--- src/rtl/hmem_arbiter.sv ---
// -----------------------------------------------------------------------------
// hmem_arbiter
//
// Shares a single higher-memory port between the instruction cache
// (requester 0) and the data cache (requester 1). A requester holds its
// rq_valid high for a whole miss sequence (writeback, then allocate, or a
// flush). The arbiter locks the grant to that requester until it drops
// rq_valid. Contention from idle is resolved round-robin against last_grant.
// A hand-over to a waiting requester happens on the same edge, with no idle
// bubble in between.
//
// Ports
//   clk, reset_n        clock, asynchronous active-low reset
//   rq_valid[1:0]       per-requester request valid
//   rq_operation[1:0]   per-requester LOAD/STORE
//   rq_address[1:0]     per-requester word address
//   rq_wdata[1:0]       per-requester store word
//   rq_fulfilled[1:0]   per-requester fulfilled pulse (only the owner sees it)
//   rq_rdata            load data, broadcast to both requesters
//   mem_*               request to and response from higher memory
//   grant[1:0]          one-hot current owner, 00 when idle
//   timeout_error       sticky flag: memory stalled for WATCHDOG_CYCLES
// -----------------------------------------------------------------------------

package torrence_types;
  typedef enum logic [1:0] {
    LOAD  = 2'b00,
    STORE = 2'b01
  } mem_op_e;
endpackage

module hmem_arbiter #(
  parameter int ADDR_W          = 32,
  parameter int XLEN            = 32,
  parameter int WATCHDOG_CYCLES = 1024
) (
  input  logic                               clk,
  input  logic                               reset_n,
  input  logic [1:0]                         rq_valid,
  input  torrence_types::mem_op_e [1:0]      rq_operation,
  input  logic [1:0][ADDR_W-1:0]             rq_address,
  input  logic [1:0][XLEN-1:0]               rq_wdata,
  output logic [1:0]                         rq_fulfilled,
  output logic [XLEN-1:0]                    rq_rdata,
  output logic                               mem_valid,
  output torrence_types::mem_op_e            mem_operation,
  output logic [ADDR_W-1:0]                  mem_address,
  output logic [XLEN-1:0]                    mem_wdata,
  input  logic                               mem_fulfilled,
  input  logic [XLEN-1:0]                    mem_rdata,
  output logic [1:0]                         grant,
  output logic                               timeout_error
);

  import torrence_types::*;

  // A zero-cycle watchdog is disabled. The counter is kept 1 bit wide in that
  // case so that no zero-width vector is declared.
  localparam bit            WD_EN  = (WATCHDOG_CYCLES != 0);
  localparam int            WD_W   = WD_EN ? $clog2(WATCHDOG_CYCLES + 1) : 1;
  localparam logic [WD_W-1:0] WD_MAX = WD_W'(WATCHDOG_CYCLES);
  localparam logic [WD_W-1:0] WD_ONE = WD_W'(1);

  typedef enum logic [1:0] {
    ST_IDLE   = 2'b00,
    ST_GRANT0 = 2'b01,
    ST_GRANT1 = 2'b10
  } state_e;

  state_e          r_state;
  logic            r_last_grant;   // 1 = requester 1 owned the port last
  logic [WD_W-1:0] r_wd_cnt;
  logic            r_timeout;

  logic            w_granted;
  logic            w_rr_winner;    // requester index chosen from ST_IDLE

  assign w_granted = (r_state == ST_GRANT0) || (r_state == ST_GRANT1);

  // A lone requester wins outright. Under contention the requester that did
  // not own the port last wins.
  assign w_rr_winner = (rq_valid == 2'b11) ? ~r_last_grant : rq_valid[1];

  assign rq_rdata      = mem_rdata;
  assign timeout_error = r_timeout;

  // ---------------------------------------------------------------------------
  // State, round-robin pointer and watchdog
  // ---------------------------------------------------------------------------
  // NOTE: every register here uses <= so that each one samples the values
  // that were present before the edge. A later assignment in this block
  // overrides an earlier one in the same cycle. The grant-entry clear of
  // r_wd_cnt relies on that override.
  always_ff @(posedge clk or negedge reset_n) begin
    if (!reset_n) begin
      r_state      <= ST_IDLE;
      r_last_grant <= 1'b1;
      r_wd_cnt     <= '0;
      r_timeout    <= 1'b0;
    end else begin
      // The watchdog runs in either grant state. The count restarts on every
      // completed beat and stops at WD_MAX.
      if (w_granted) begin
        if (mem_fulfilled) begin
          r_wd_cnt <= '0;
        end else if (WD_EN && (r_wd_cnt != WD_MAX)) begin
          r_wd_cnt <= r_wd_cnt + WD_ONE;
          if (r_wd_cnt == (WD_MAX - WD_ONE)) begin
            r_timeout <= 1'b1;
          end
        end
      end

      case (r_state)
        ST_IDLE: begin
          if (|rq_valid) begin
            r_state      <= w_rr_winner ? ST_GRANT1 : ST_GRANT0;
            r_last_grant <= w_rr_winner;
            r_wd_cnt     <= '0;
          end
        end

        ST_GRANT0: begin
          if (!rq_valid[0]) begin
            if (rq_valid[1]) begin
              r_state      <= ST_GRANT1;
              r_last_grant <= 1'b1;
              r_wd_cnt     <= '0;
            end else begin
              r_state <= ST_IDLE;
            end
          end
        end

        ST_GRANT1: begin
          if (!rq_valid[1]) begin
            if (rq_valid[0]) begin
              r_state      <= ST_GRANT0;
              r_last_grant <= 1'b0;
              r_wd_cnt     <= '0;
            end else begin
              r_state <= ST_IDLE;
            end
          end
        end

        default: begin
          // Propagate an illegal state, so that it is visible in simulation.
          r_state <= state_e'(2'bxx);
        end
      endcase
    end
  end

  // ---------------------------------------------------------------------------
  // Request mux and response routing
  // ---------------------------------------------------------------------------
  // NOTE: every output gets a default before the case. This gives each path
  // an assignment, so no latch is inferred.
  always_comb begin
    mem_valid     = 1'b0;
    mem_operation = LOAD;
    mem_address   = '0;
    mem_wdata     = '0;
    rq_fulfilled  = 2'b00;
    grant         = 2'b00;

    case (r_state)
      ST_IDLE: begin
        // Requests are seen here but not forwarded. A stray mem_fulfilled is
        // dropped.
      end

      ST_GRANT0: begin
        mem_valid       = rq_valid[0];
        mem_operation   = rq_operation[0];
        mem_address     = rq_address[0];
        mem_wdata       = rq_wdata[0];
        rq_fulfilled[0] = mem_fulfilled;
        grant           = 2'b01;
      end

      ST_GRANT1: begin
        mem_valid       = rq_valid[1];
        mem_operation   = rq_operation[1];
        mem_address     = rq_address[1];
        mem_wdata       = rq_wdata[1];
        rq_fulfilled[1] = mem_fulfilled;
        grant           = 2'b10;
      end

      default: begin
        mem_valid     = 1'bx;
        mem_operation = mem_op_e'(2'bxx);
        mem_address   = 'x;
        mem_wdata     = 'x;
        rq_fulfilled  = 2'bxx;
        grant         = 2'bxx;
      end
    endcase
  end

endmodule

--- config.mk ---
export PLATFORM = sky130hd
export DESIGN_NAME = hmem_arbiter
export DESIGN_NICKNAME = d
export VERILOG_FILES = /design/src/rtl/hmem_arbiter.sv
export SDC_FILE = /design/constraint.sdc
export NUM_CORES = 1
export LEC_CHECK = 0
export BUFFER_PORTS_ARGS = -buffer_cell sky130_fd_sc_hd__buf_2
export CAP_MARGIN = 40
export CELL_PAD_IN_SITES_DETAIL_PLACEMENT = 1
export CELL_PAD_IN_SITES_GLOBAL_PLACEMENT = 1
export CORE_MARGIN = 3
export CORE_UTILIZATION = 17
export CTS_BUF_LIST = sky130_fd_sc_hd__clkbuf_8
export CTS_CLUSTER_DIAMETER = 40
export DETAILED_ROUTE_END_ITERATION = 10
export PLACE_DENSITY = 0.91
export SETUP_SLACK_MARGIN = 0.2
export SLEW_MARGIN = 20
export SYNTH_ARGS = -nofsm -noshare
export SYNTH_HDL_FRONTEND = slang
export SYNTH_SLANG_ARGS = --single-unit
--- constraint.sdc ---
create_clock -name clk -period 1.81 [get_ports clk]
set_input_delay 0 -clock clk [delete_from_list [all_inputs] [get_ports clk]]
set_output_delay 0 -clock clk [all_outputs]
set_load 0.02 [all_outputs]
After elaboration in Yosys (flattened, before gate mapping)
Cells that the tools add are included.
Storage, ports and cells
  bits in registers: 15
  word-level logic and storage cells: 56
  output and inout port bits: 104
  input port bits: 169
Operators by class
  add/sub/neg operators: 1
  reductions and logical operators: 9
  bitwise operators: 2
  equal/unequal tests: 10
  multiplexer cells: 30
Operators by type and width (count)
  one-hot mux 32 bit (3 select lines): 2
  two-way mux 11 bit: 8
  one-hot mux 11 bit (3 select lines): 1
  one-hot mux 2 bit (3 select lines): 3
  adder 11 x 1 -> 11 bit (second input constant): 1
  == test 11 x 10 -> 1 bit (second input constant): 1
  inequality test 11 bit (second input constant): 1
  two-way mux 2 bit: 5
  inequality test 2 bit (second input constant): 5
  two-way mux 1 bit: 7
  one-hot mux 1 bit (3 select lines): 2
  AND reduction 6 bit: 1
  OR reduction 2 bit: 3
  == test 2 bit (second input constant): 2
  one-hot mux 1 bit (2 select lines): 2
  AND reduction 4 bit: 1
  AND reduction 3 bit: 1
  nonzero test 3 bit: 1
  == test 2 x 1 -> 1 bit (second input constant): 1
  logical NOT 2 bit: 1
  inverter 1 bit: 2
  logical OR 1 bit: 1

Depth between registers and ports, before layout
Gate-level depths: netlist of run 1.
  depth after elaboration: 7
  depth in mapped cells: 7

Worst setup path before layout of run 1
No wires, ideal clock.
  path type: reg-to-output
  start: reg r_state[1]
  end: out mem_wdata[10]
  required time: 1810 ps
  stages on the path, launching flop included: 8
  arrival time: 1711 ps
  buffers on the path: 2
  slack: 99 ps
  cell sequence: dfrtp_1 > inv_1 > ha_1 > inv_1 > nor2_1 > buf_2 > buf_2 > a22o_1
On the way
  word-level cells in the longest chain between the ends: 2
  elaborated cells between the ends (all ways): 4
  those cells by class: eq/ne (2); mux (1); reduce/logical (1)
Ends and longest elaborated chain
  start: declaration: RTL line 70  | state_e r_state;
  start signal: assignment: RTL line 117  | r_state <= w_rr_winner ? ST_GRANT1 : ST_GRANT0;
  start signal: assignment: RTL line 149  | r_state <= state_e'(2'bxx);
  == test 2 bit (tied with other cells): RTL line 168  | case (r_state)
  one-hot mux 32 bit (3 select lines) *: RTL line 168
  end: declaration: RTL line 48  | output logic [XLEN-1:0] mem_wdata,
Mark *: on every way between the ends. The rest lies on a longest branch, timed or not.

Final worst setup path of run 1
  start: reg r_state[0]
  end: out mem_address[8]
On the way
  word-level cells in the longest chain between the ends: 2
  elaborated cells between the ends (all ways): 4
  those cells by class: eq/ne (2); mux (1); reduce/logical (1)
Ends and longest elaborated chain
  == test 2 bit (tied with other cells): RTL line 168
  one-hot mux 32 bit (3 select lines) *: RTL line 168
  end: declaration: RTL line 47  | output logic [ADDR_W-1:0] mem_address,
Marks and branches as above.

==> summary.txt, run 1 <==
Power and ir drop
  • Sw frac: 45.8%
  • Clock power share: 4.2%
  • Internal power: roughly 3.6 mW
  • Worst vdd ir: approximately 0.00076 V
  • Comb power frac: 89.3%
  • Seq pwr share: 6.5%
  • Pwr/cell area: about 1600 nW/um2
  • Sw Pwr: 3.03 mW
  • LEAKAGE: ~2.1 nW

Global route
  • Gr ovfl total: 0
  • First-pass GRT wire length: around 16000 um
  • Initial antenna violation count: 0
  • Vias in the first global route: between 2000 and 3000
  • Met2 GRT Util: 32.0%
  • GRT Max-Usage Layer: met2
  • M1 GR Usage: between 10% and 20%
  • GR Util met3: 3.04%
  • Total track usage: 16.4%
  • Largest net degree at the start of global routing: 24

Clock network
  • CTS Buf Count: 3
  • Clock-pin slew on the worst setup and hold paths: 0.06 ns
  • CTS tree: built
  • Max clock buf depth: 2
  • H-Tree Depth: 1
  • CTS Sinks: 15
  • Clock latency on the worst-skew pair: 0.25 ns
  • Clk root buf: clkbuf_8

Detailed routing
  • Via count: between 2000 and 3000
  • Final WL: 13500 um
  • Post-DRT Antenna Nets: 0
  • WL per Instance: 23.6 um
  • DRC violations left: 0
  • Drt first pass iters: 4
  • First DRT Iteration DRCs: about 190
  • Vias/cell: 5.13

Floorplan
  • Die ar.: 12500 um2
  • CORE AREA: 10600 um2
  • Number of cell rows: 37
  • Die extent in x: ~110 um
  • Initial Util: between 10% and 20%
  • Die Span Y: 112 um
  • Top-Level Pins: about 270

STA
  • RSZ-0062 raised after global routing: yes
  • F_max: between 0.5 and 0.6 GHz
  • Final Setup Violations: 68
  • Setup TNS: -3.02 ns
  • Final period util: 104%
  • Final min period: 1.89 ns
  • Fin. Hold Viols: 0
  • Final WS setup: -0.0805 ns
  • Clock Skews: ~0.008 ns
  • Worst Tran Pin Value: 0.383 ns
  • Final hold slack: between 0.000006 and 0.000007 ns
  • Slew headroom: 74.3%
  • Max Slew Vio Count: 0

Placement
  • Routability cong.: 0.860
  • I/O Buffers: 208
  • Post-DP HPWL: ~8600 um
  • Area of placed instances: 3010 um2

Cells and area
  • Seq. cell area: 377 um2
  • Fin util: between 40% and 50%
  • Fillers: 1250
  • Finished Cell Area: about 4200 um2
  • Share of cells above drive strength 1: between 60% and 70%
  • Nets: 612
  • P&R area growth vs syn: 123%
  • Multi-input gate area in the final layout: 1470 um2
  • Inserted Diodes: 0

Yosys
  • EDFF count, synth: 0
  • Ys async rst share: 100%
  • Syn_area_per_cell: 8.41 um2
  • Syn_nets: 402
  • Area leader, netlist: a22o_1
  • Synth top area share: 30.4%
  • Seq/Total Area, Yosys: 19.8%
  • Ys flop type: dfrtp_1
  • Netlist cell types: 42
  • Yosys warning total: 0
  • Mapped Cells: 226
  • Register bit count reported by yosys: 15
  • Synth top area cells: a22o_1, dfrtp_1, buf_4, ha_1, a21oi_1
  • Synthesized cell area: 1900 um2

Critical path
  • Cell Chain, Critical Path: inv_2, ha_4, inv_6, nor2_4, buf_12, buf_16, a22o_1, buf_6
  • Startpoint Class: flip-flop
  • Crit end category: output port
  • Slowest CP cell: dfrtp_1
  • CP Max Fanout: 12
  • Crit path DAT: 1.89 ns
  • Crit-path max cell delay: 0.38 ns
  • WS Path Type: reg -> out
  • Worst endpoint required time: 1.81 ns

Job
  • Max Cap Violations: 0

Outcome
  • Failing checks: setup timing
  • Status: complete, but fails checks

Hold path
  • Hold WC Path Type: in -> out
cells in the final DEF (no fill, tap or decap), types with 2 or more instances in the layout:
master | synthesis | final
buf_6 | 1 | 77
ha_4 | 0 | 3
nand4_1 | 3 | 3
buf_16 | 0 | 3
nand3_1 | 4 | 4
and3_2 | 2 | 2
nand2b_4 | 0 | 2
clkbuf_16 | 0 | 10
a22o_4 | 0 | 9
clkbuf_8 | 0 | 3
inv_2 | 0 | 2
a311oi_1 | 3 | 3
ha_1 | 7 | 4
dfrtp_1 | 14 | 14
inv_1 | 8 | 4
a31oi_1 | 5 | 3
nor3_2 | 0 | 3
a21oi_1 | 7 | 4
a21oi_2 | 0 | 3
nand2_1 | 8 | 8
and2_4 | 0 | 2
and3_1 | 2 | 2
and2_1 | 4 | 3
o21ai_0 | 6 | 5
buf_2 | 6 | 142
buf_4 | 33 | 14
xnor2_1 | 2 | 2
nor2_1 | 8 | 7
a31oi_4 | 0 | 2
a22o_1 | 66 | 57
nor4b_4 | 0 | 2
buf_12 | 0 | 6
synthesized netlist by cell type (2+ instances only):
library cell and n:
nand3_1 4, a22o_1 66, nor2_1 8, buf_4 33
nand2_1 8, dfrtp_1 14, a311oi_1 3, a21oi_1 7
nand4_1 3, a31oi_1 5, clkbuf_1 7, a21boi_0 2
buf_2 6, and3_2 2, nor3_1 3, and2_1 4
and3_1 2, nor4b_1 2, xnor2_1 2, nand2b_1 3
buf_1 2, inv_1 8, o21ai_0 6, o31ai_1 2
ha_1 7
flip-flops by register name, summed over array words and instances (netlist names):
signal / flops
r_wd_cnt: 11
r_state: 2
r_last_grant: 1
timeout_error: 1
worst max-delay path, delay by kind of cell (launching register included):
| kind | cells | cell delay [ns] |
|---|---|---|
| compound gates | 1 | 0.17 |
| flops | 1 | 0.38 |
| buf+inv | 5 | 0.60 |
| fa+ha+maj | 1 | 0.34 |
| simple gates | 1 | 0.13 |
metal layers:
layer	share of wire (%)	vias up
met5	0	-
met4	1.8	0
met3	8.1	29
met2	55	197
met1	35	1438
li1	-	1268
final timing paths:
| kind | start | slack, ns | endpoint | depth (start not counted) |
|---|---|---|---|---|
| worst max register to register | r_state[1] | -0.06 | r_last_grant | 8 |
| worst min-delay path | mem_rdata[12] | 0.000007 | rq_rdata[12] | 0 |
| max in group asynchronous | reset_n | 1.32 | r_last_grant | 2 |
| worst min register to register | timeout_error | 0.50 | timeout_error | 1 |
| min in group asynchronous | reset_n | 0.18 | r_wd_cnt[4] | 2 |
| worst max-delay path | r_state[0] | -0.08 | mem_address[8] | 8 |
power groups by stage:
stage	logic [mW]	registers [mW]	clock network, mW
2_1_floorplan	2.35	0.426	0
3_3_place_gp	3.29	0.428	0
3_5_place_dp	3.41	0.434	0
4_1_cts	4.19	0.423	0.279
5_1_grt	6.16	0.434	0.301
6_report	5.89	0.429	0.277
through the flow:
step           worst slack (ns)  power (mW)  std cells
2_1_floorplan             0.131        2.78        226
3_3_place_gp            -0.0547        3.72        531
3_5_place_dp            -0.0690        3.85        532
4_1_cts                 -0.0712        4.90        547
5_1_grt                  -0.155        6.89        571
6_report                -0.0805        6.60        571
cell families (layout without fill, tap and decap cells):
kind of cell               count (synthesis)  count (layout)  share of synthesized area [%]
and+or+nand+nor                           47              48                           14.3
DFF                                       15              15                           19.8
adders and majority gates                  7               7                           4.61
AOI/OAI and AO/OA                         96              96                           40.8
muxes                                      1               1                          0.527
xor gates and xnor gates                   3               3                           1.38
buffers and inverters                     57             265                           18.6
timing repair:
action,in CTS,in global routing
gates cloned,4,15
hold endpoints to repair,15,0
setup endpoints to repair,80,81
setup buffers,6,9
gates resized for setup,64,120
pin swaps,6,55
hold buffers,1,0
final cells by class:
cell class	instances	area share, %
clock buffer	3	0.973
clock inverter	1	0.118
inverter	8	0.885
multi-input combinational	155	34.5
sequential	15	8.88
tap	136	4.01
timing repair buffer	253	50.6
Note: power is estimated with default switching activity, not from simulation.
==> inputs of run 2 (changes only) <==
--- a/config.mk
+++ b/config.mk
@@ -15,6 +15,7 @@
 export CTS_CLUSTER_DIAMETER = 40
 export DETAILED_ROUTE_END_ITERATION = 10
 export PLACE_DENSITY = 0.91
+export REMOVE_ABC_BUFFERS = 1
 export SETUP_SLACK_MARGIN = 0.2
 export SLEW_MARGIN = 20
 export SYNTH_ARGS = -nofsm -noshare
==> run 2 against run 1 <==
The run still ends with setup timing left. Sequential power about the same. Clock-buffer cell count stayed put. First-iteration DRC count up 3.6%. Largest cell class unchanged. Setup slack got worse by 0.072 ns. Fmax decreased by 3.7%. Via count down 2.4%. Critical path depth is 1 lower. Sequential share of layout area is 0.29 points higher. Clock power increased by 5%. Routed wire length up 13%.
==> summary.txt, run 2 (synthesis gave the netlist of run 1 again) <==
Outcome
  • Status: complete, but fails checks
  • Failing checks: setup timing

Placement
  • DP Worst Slack: -0.101 ns (-0.0321 ns)
  • I/O Buffers: 208 (unchanged)
  • Area of placed instances: 2960 um2 (-1.6%)
  • Post-DP HPWL: 9760 um (+13%)
  • Routability cong.: 0.936 (+8.9%)

Critical path
  • Cell mode on critical path: buf_6
  • Crit path DAT: 1.96 ns (+0.07 ns)
  • WS Path Type: reg -> out
  • Worst endpoint required time: 1.81 ns (about the same)
  • Cell Chain, Critical Path: inv_4, ha_4, buf_6, and2_4, clkbuf_16, a22o_4, buf_6
  • CP Max Fanout: 5 (-7)
  • Startpoint Class: flip-flop
  • Slowest CP cell: dfrtp_2
  • Crit-path max cell delay: 0.46 ns (+0.08 ns)
  • Crit end category: output port

Global route
  • Vias in the first global route: 3000 (+0.77%)
  • Largest net degree at the start of global routing: 34 (+42%)
  • Total track usage: 19.1% (+2.7 points)
  • Gr ovfl total: 0 (unchanged)
  • First-pass GRT wire length: 18400 um (+12%)
  • Initial antenna violation count: 0 (unchanged)

STA
  • Worst Tran Pin Value: 0.465 ns (+0.0820 ns)
  • Slew headroom: 68.9% (-5.5 points)
  • Final WS setup: -0.153 ns (-0.0724 ns)
  • Clock Skews: 0.00556 ns (-0.00230 ns)
  • Max Slew Vio Count: 0 (unchanged)
  • Fin. Hold Viols: 0 (unchanged)
  • F_max: 0.509 GHz (-3.7%)
  • Final period util: 108% (+4.0 points)
  • RSZ-0062 raised after global routing: yes
  • Final hold slack: 0.000168 ns (+0.000161 ns)
  • Final min period: 1.96 ns (+0.0724 ns)
  • Final Setup Violations: 66 (-2.9%)

Clock network
  • H-Tree Depth: 1 (unchanged)
  • Clk root buf: clkbuf_8
  • Clock-pin slew on the worst setup and hold paths: 0.07 ns (about the same)
  • Max clock buf depth: 2 (unchanged)
  • CTS Buf Count: 3 (unchanged)
  • Clock latency on the worst-skew pair: 0.26 ns (about the same)
  • CTS Sinks: 15 (unchanged)
  • CTS tree: built

Detailed routing
  • Via count: 2863 (-2.4%)
  • DRC violations left: 0 (unchanged)
  • Final WL: 15200 um (+13%)
  • First DRT Iteration DRCs: 199 (+3.6%)
  • WL per Instance: 26.5 um (+12%)
  • Drt first pass iters: 4 (unchanged)
  • Post-DRT Antenna Nets: 0 (unchanged)
  • Vias/cell: 5.00 (-2.7%)

Cells and area
  • Fin util: 38.9% (-1.1 points)
  • Multi-input gate area in the final layout: 1380 um2 (-5.7%)
  • Fillers: 1243 (-0.56%)
  • Nets: 614 (+0.33%)
  • Biggest regs: r_wd_cnt x11, r_state x2
  • Seq. cell area: 378 um2 (+0.33%)
  • Share of cells above drive strength 1: 67.0% (-2.1 points)
  • Inserted Diodes: 0 (unchanged)
  • Commonest non-fill, non-tap cell in the layout: buf_2
  • Most flops, register: r_wd_cnt
  • P&R area growth vs syn: 117%
  • Max reg flops: 11 (unchanged)
  • Commonest non-fill, non-tap cells in the layout: buf_2, buf_6, a22o_1
  • Finished Cell Area: 4120 um2 (-2.9%)

Power and ir drop
  • LEAKAGE: 2.04 nW (-2.5%)
  • Worst vdd ir: 0.000841 V (+11%)
  • Pwr/cell area: 1560 nW/um2 (+0.51%)

Floorplan
  • Die ar.: 12500 um2 (unchanged)
  • Top-Level Pins: 273 (unchanged)
  • Die extent in x: 112 um (unchanged)
  • CORE AREA: 10600 um2 (unchanged)
  • Initial Util: 17.9% (unchanged)
  • Die Span Y: 112 um (unchanged)
  • Number of cell rows: 37 (unchanged)

Hold path
  • Hold WC Path Type: in -> out

Job
  • Max Cap Violations: 0 (unchanged)
run 2: cell count changes in the layout (fill, tap and decap cells not counted), sizes merged:
cell,change
buf,+3
clkbuf,-1
clkinv,-1
inv,+1
run 2: area by class of cell:
type	count	area share [%]
Clock buffer	3	1.00
Clock inverter	1	0.0911
Inverter	8	0.850
Multi-Input combinational cell	155	33.5
Sequential cell	15	9.17
Tap cell	136	4.13
Timing Repair Buffer	255	51.2
run 2: per-stage QoR:
stage | power (mW) | TNS (ns) | std cells
finish | 6.45 | -7.88 | 573
global route | 6.75 | -12.44 | 573
CTS | 4.96 | -6.92 | 554
global placement | 3.70 | -0.0288 | 539
floorplan | 2.43 | -122.67 | 177
detailed placement | 3.80 | -1.02 | 539
run 2: metal layers:
layer  routed length [um]  global-route usage, %
met1                 5720                   22.6
met2                 7720                   32.9
met3                 1430                   7.12
met4                  256                   3.65
met5                   58                   3.92
run 2: path summary, 6_finish.rpt:
kind                              endpoint  slack, ns           from  cells past startpoint
setup / recovery           mem_address[11]      -0.15     r_state[1]                      7
hold / removal                rq_rdata[16]     0.0002  mem_rdata[16]                      0
setup reg to reg               r_wd_cnt[4]       0.05     r_state[1]                      8
hold reg to reg              timeout_error       0.47  timeout_error                      1
max in group asynchronous     r_last_grant       1.28        reset_n                      2
min in group asynchronous      r_wd_cnt[3]       0.21        reset_n                      2
run 2: power by group:
part	internal (mW)	total, mW	switching, mW	leakage (nW)
combinational	2.91	5.73	2.82	1.82
clock	0.151	0.291	0.140	0.0269
sequential	0.387	0.428	0.0404	0.201
total	3.44	6.45	3.00	2.04
run 2: timing repair:
action	in CTS	in global routing
hold endpoints to repair	15	0
resized for setup	76	101
hold buffers	1	0
pin swaps	4	55
setup endpoints to repair	81	81
setup buffers	5	7
cloned	5	12
run 2: worst max-delay path, delay by kind of cell, from the launching register on:
kind                     cells  cell delay [ns]
AO/OA/AOI/OAI                1             0.26
adder cells (fa/ha/maj)      1             0.22
buffers and inverters        4             0.53
flip-flops                   1             0.46
AND/OR/NAND/NOR              1             0.21
==> inputs of run 3 (changes only) <==
--- a/config.mk
+++ b/config.mk
@@ -7,7 +7,7 @@
 export LEC_CHECK = 0
 export BUFFER_PORTS_ARGS = -buffer_cell sky130_fd_sc_hd__buf_2
 export CAP_MARGIN = 40
-export CELL_PAD_IN_SITES_DETAIL_PLACEMENT = 1
+export CELL_PAD_IN_SITES_DETAIL_PLACEMENT = 0
 export CELL_PAD_IN_SITES_GLOBAL_PLACEMENT = 1
 export CORE_MARGIN = 3
 export CORE_UTILIZATION = 17
==> run 3 against run 2 <==
Sequential share of layout area rose by 1.1 points. Global-route usage down 1.5 points. The flow still finishes with violations (setup timing). Clock skew is essentially flat. Via count fell by 3.5%. Core utilization decreased by 4.3 points. Hold slack barely moved.
==> summary.txt, run 3 (synthesis gave the netlist of run 1 again) <==
Outcome
  • Status: complete, but fails checks
  • Failing checks: setup timing

Critical path
  • Cell mode on critical path: buf_6
  • CP Max Fanout: 16 (+11)
  • Crit path DAT: 1.93 ns (-0.03 ns)
  • Slowest CP cell: dfrtp_1
  • Worst endpoint required time: 1.81 ns (about the same)
  • Cell Chain, Critical Path: inv_2, ha_4, buf_6, and2_4, clkbuf_16, a22o_1, buf_6
  • Crit end category: output port
  • Startpoint Class: flip-flop
  • CP top delay family: buffers and inverters
  • WS Path Type: reg -> out
  • Crit-path max cell delay: 0.40 ns (-0.06 ns)
  • WP buf/inv: 4 (unchanged)

Cells and area
  • Max reg flops: 11 (unchanged)
  • Multi-input gate area in the final layout: 1230 um2 (-11%)
  • Most flops, register: r_wd_cnt
  • Fin util: 34.6% (-4.3 points)
  • P&R area growth vs syn: 93.0%
  • Commonest non-fill, non-tap cell in the layout: buf_2
  • Fillers: 1078 (-13%)
  • Share of cells above drive strength 1: 62.0% (-5.1 points)
  • Commonest non-fill, non-tap cells in the layout: buf_2, a22o_1, buf_6
  • Biggest regs: r_wd_cnt x11, r_state x2
  • Nets: 598 (-2.6%)
  • Finished Cell Area: 3670 um2 (-11%)
  • Seq. cell area: 377 um2 (-0.33%)

Detailed routing
  • Via count: 2764 (-3.5%)
  • Final WL: 12100 um (-20%)
  • Post-DRT Antenna Nets: 0 (unchanged)
  • WL per Instance: 21.7 um (-18%)
  • Drt first pass iters: 4 (unchanged)
  • Vias/cell: 4.95 (-0.86%)
  • DRC violations left: 0 (unchanged)
  • First DRT Iteration DRCs: 235 (+18%)

STA
  • Worst Tran Pin Value: 0.680 ns (+0.214 ns)
  • Max Slew Vio Count: 0 (unchanged)
  • Setup TNS: -6.84 ns (+1.04 ns)
  • RSZ-0062 raised after global routing: yes
  • Clock Skews: 0.00564 ns (+0.0000851 ns)
  • Final period util: 107% (-1.7 points)
  • F_max: 0.518 GHz (+1.6%)
  • Fin. Hold Viols: 0 (unchanged)
  • Final Setup Violations: 76 (+15%)
  • Final min period: 1.93 ns (-0.0312 ns)
  • Slew headroom: 54.3% (-15 points)
  • Final WS setup: -0.122 ns (+0.0312 ns)

Global route
  • Initial antenna violation count: 1 (+1)
  • Total track usage: 17.6% (-1.5 points)
  • Largest net degree at the start of global routing: 35 (+2.9%)
  • First-pass GRT wire length: 17000 um (-7.9%)
  • Vias in the first global route: 2754 (-8.2%)
  • Gr ovfl total: 0 (unchanged)

Placement
  • DP Worst Slack: -0.0944 ns (+0.00666 ns)
  • I/O Buffers: 208 (unchanged)
  • Post-DP HPWL: 8920 um (-8.6%)
  • Area of placed instances: 2960 um2 (unchanged)
  • Routability cong.: 0.936 (unchanged)

Floorplan
  • Die Span Y: 112 um (unchanged)
  • Die extent in x: 112 um (unchanged)
  • Initial Util: 17.9% (unchanged)
  • Top-Level Pins: 273 (unchanged)
  • Number of cell rows: 37 (unchanged)
  • CORE AREA: 10600 um2 (unchanged)
  • Die ar.: 12500 um2 (unchanged)

Power and ir drop
  • Pwr/cell area: 1470 nW/um2 (-5.9%)
  • LEAKAGE: 1.87 nW (-8.7%)
  • Worst vdd ir: 0.000862 V (+2.4%)

Clock network
  • Clock-pin slew on the worst setup and hold paths: 0.06 ns (about the same)
  • CTS Buf Count: 3 (unchanged)
  • Max clock buf depth: 2 (unchanged)
  • CTS Sinks: 15 (unchanged)
  • H-Tree Depth: 1 (unchanged)
  • Clk root buf: clkbuf_8
  • CTS tree: built
  • Clock latency on the worst-skew pair: 0.25 ns (about the same)

Hold path
  • Hold WC Path Type: in -> out

Job
  • Max Cap Violations: 0 (unchanged)
## run 3: layout make-up
| type | instances | share of cell area, % |
|---|---|---|
| diodes | 1 | 0.0682 |
| clock buffers | 3 | 1.13 |
| clock inverters | 1 | 0.102 |
| inverters | 8 | 0.887 |
| multi-input cells | 154 | 33.6 |
| flip-flops and latches | 15 | 10.3 |
| well taps | 136 | 4.64 |
| repair buffers | 240 | 49.3 |
## run 3: final timing paths
kind	start	endpoint	slack, ns	cells after the start
worst max-delay path	r_state[0]	mem_wdata[10]	-0.12	7
worst min-delay path	mem_rdata[16]	rq_rdata[16]	0.0002	0
worst max register to register	r_state[1]	r_wd_cnt[5]	-0.09	7
worst min register to register	timeout_error	timeout_error	0.46	1
max in group asynchronous	reset_n	r_last_grant	1.29	2
min in group asynchronous	reset_n	r_wd_cnt[8]	0.21	2
## run 3: report_power, final
part	switching [mW]	internal, mW
registers	0.0337	0.385
logic	2.37	2.33
clock network	0.129	0.150
total	2.53	2.87
## run 3: timing repair
item                                   CTS  global route
endpoints found under the hold margin   15             0
pin swaps                                8             1
setup endpoints to repair               81            81
gates resized for setup                 79            63
setup buffers                            6             1
cloned                                   5             1
hold buffers                             1             0
## run 3: layer usage
layer  share of wire (%)  up-vias  track usage [%]
li1                    -     1236                -
met1                  38     1294             21.8
met2                  48      213             28.9
met3                  12       19             6.68
met4                 2.0        2             3.49
met5                0.48        -             3.92
## run 3: stage by stage
stage	hold WS [ns]	cells	power, mW
detailed placement	-0.0579	539	3.74
finish	0.000166	558	5.40
floorplan	-0.296	177	2.43
global route	0.000149	558	5.69
CTS	0.000198	555	4.98
global placement	-0.0692	539	3.70
## run 3: worst register-to-register path, delay by kind of cell, from the launching register on
kind / cells / cell delay (ns)
AOI/OAI and AO/OA: 3 / 0.68
DFF: 1 / 0.41
buffers and inverters: 2 / 0.40
adders and majority gates: 1 / 0.17
and+or+nand+nor: 1 / 0.11
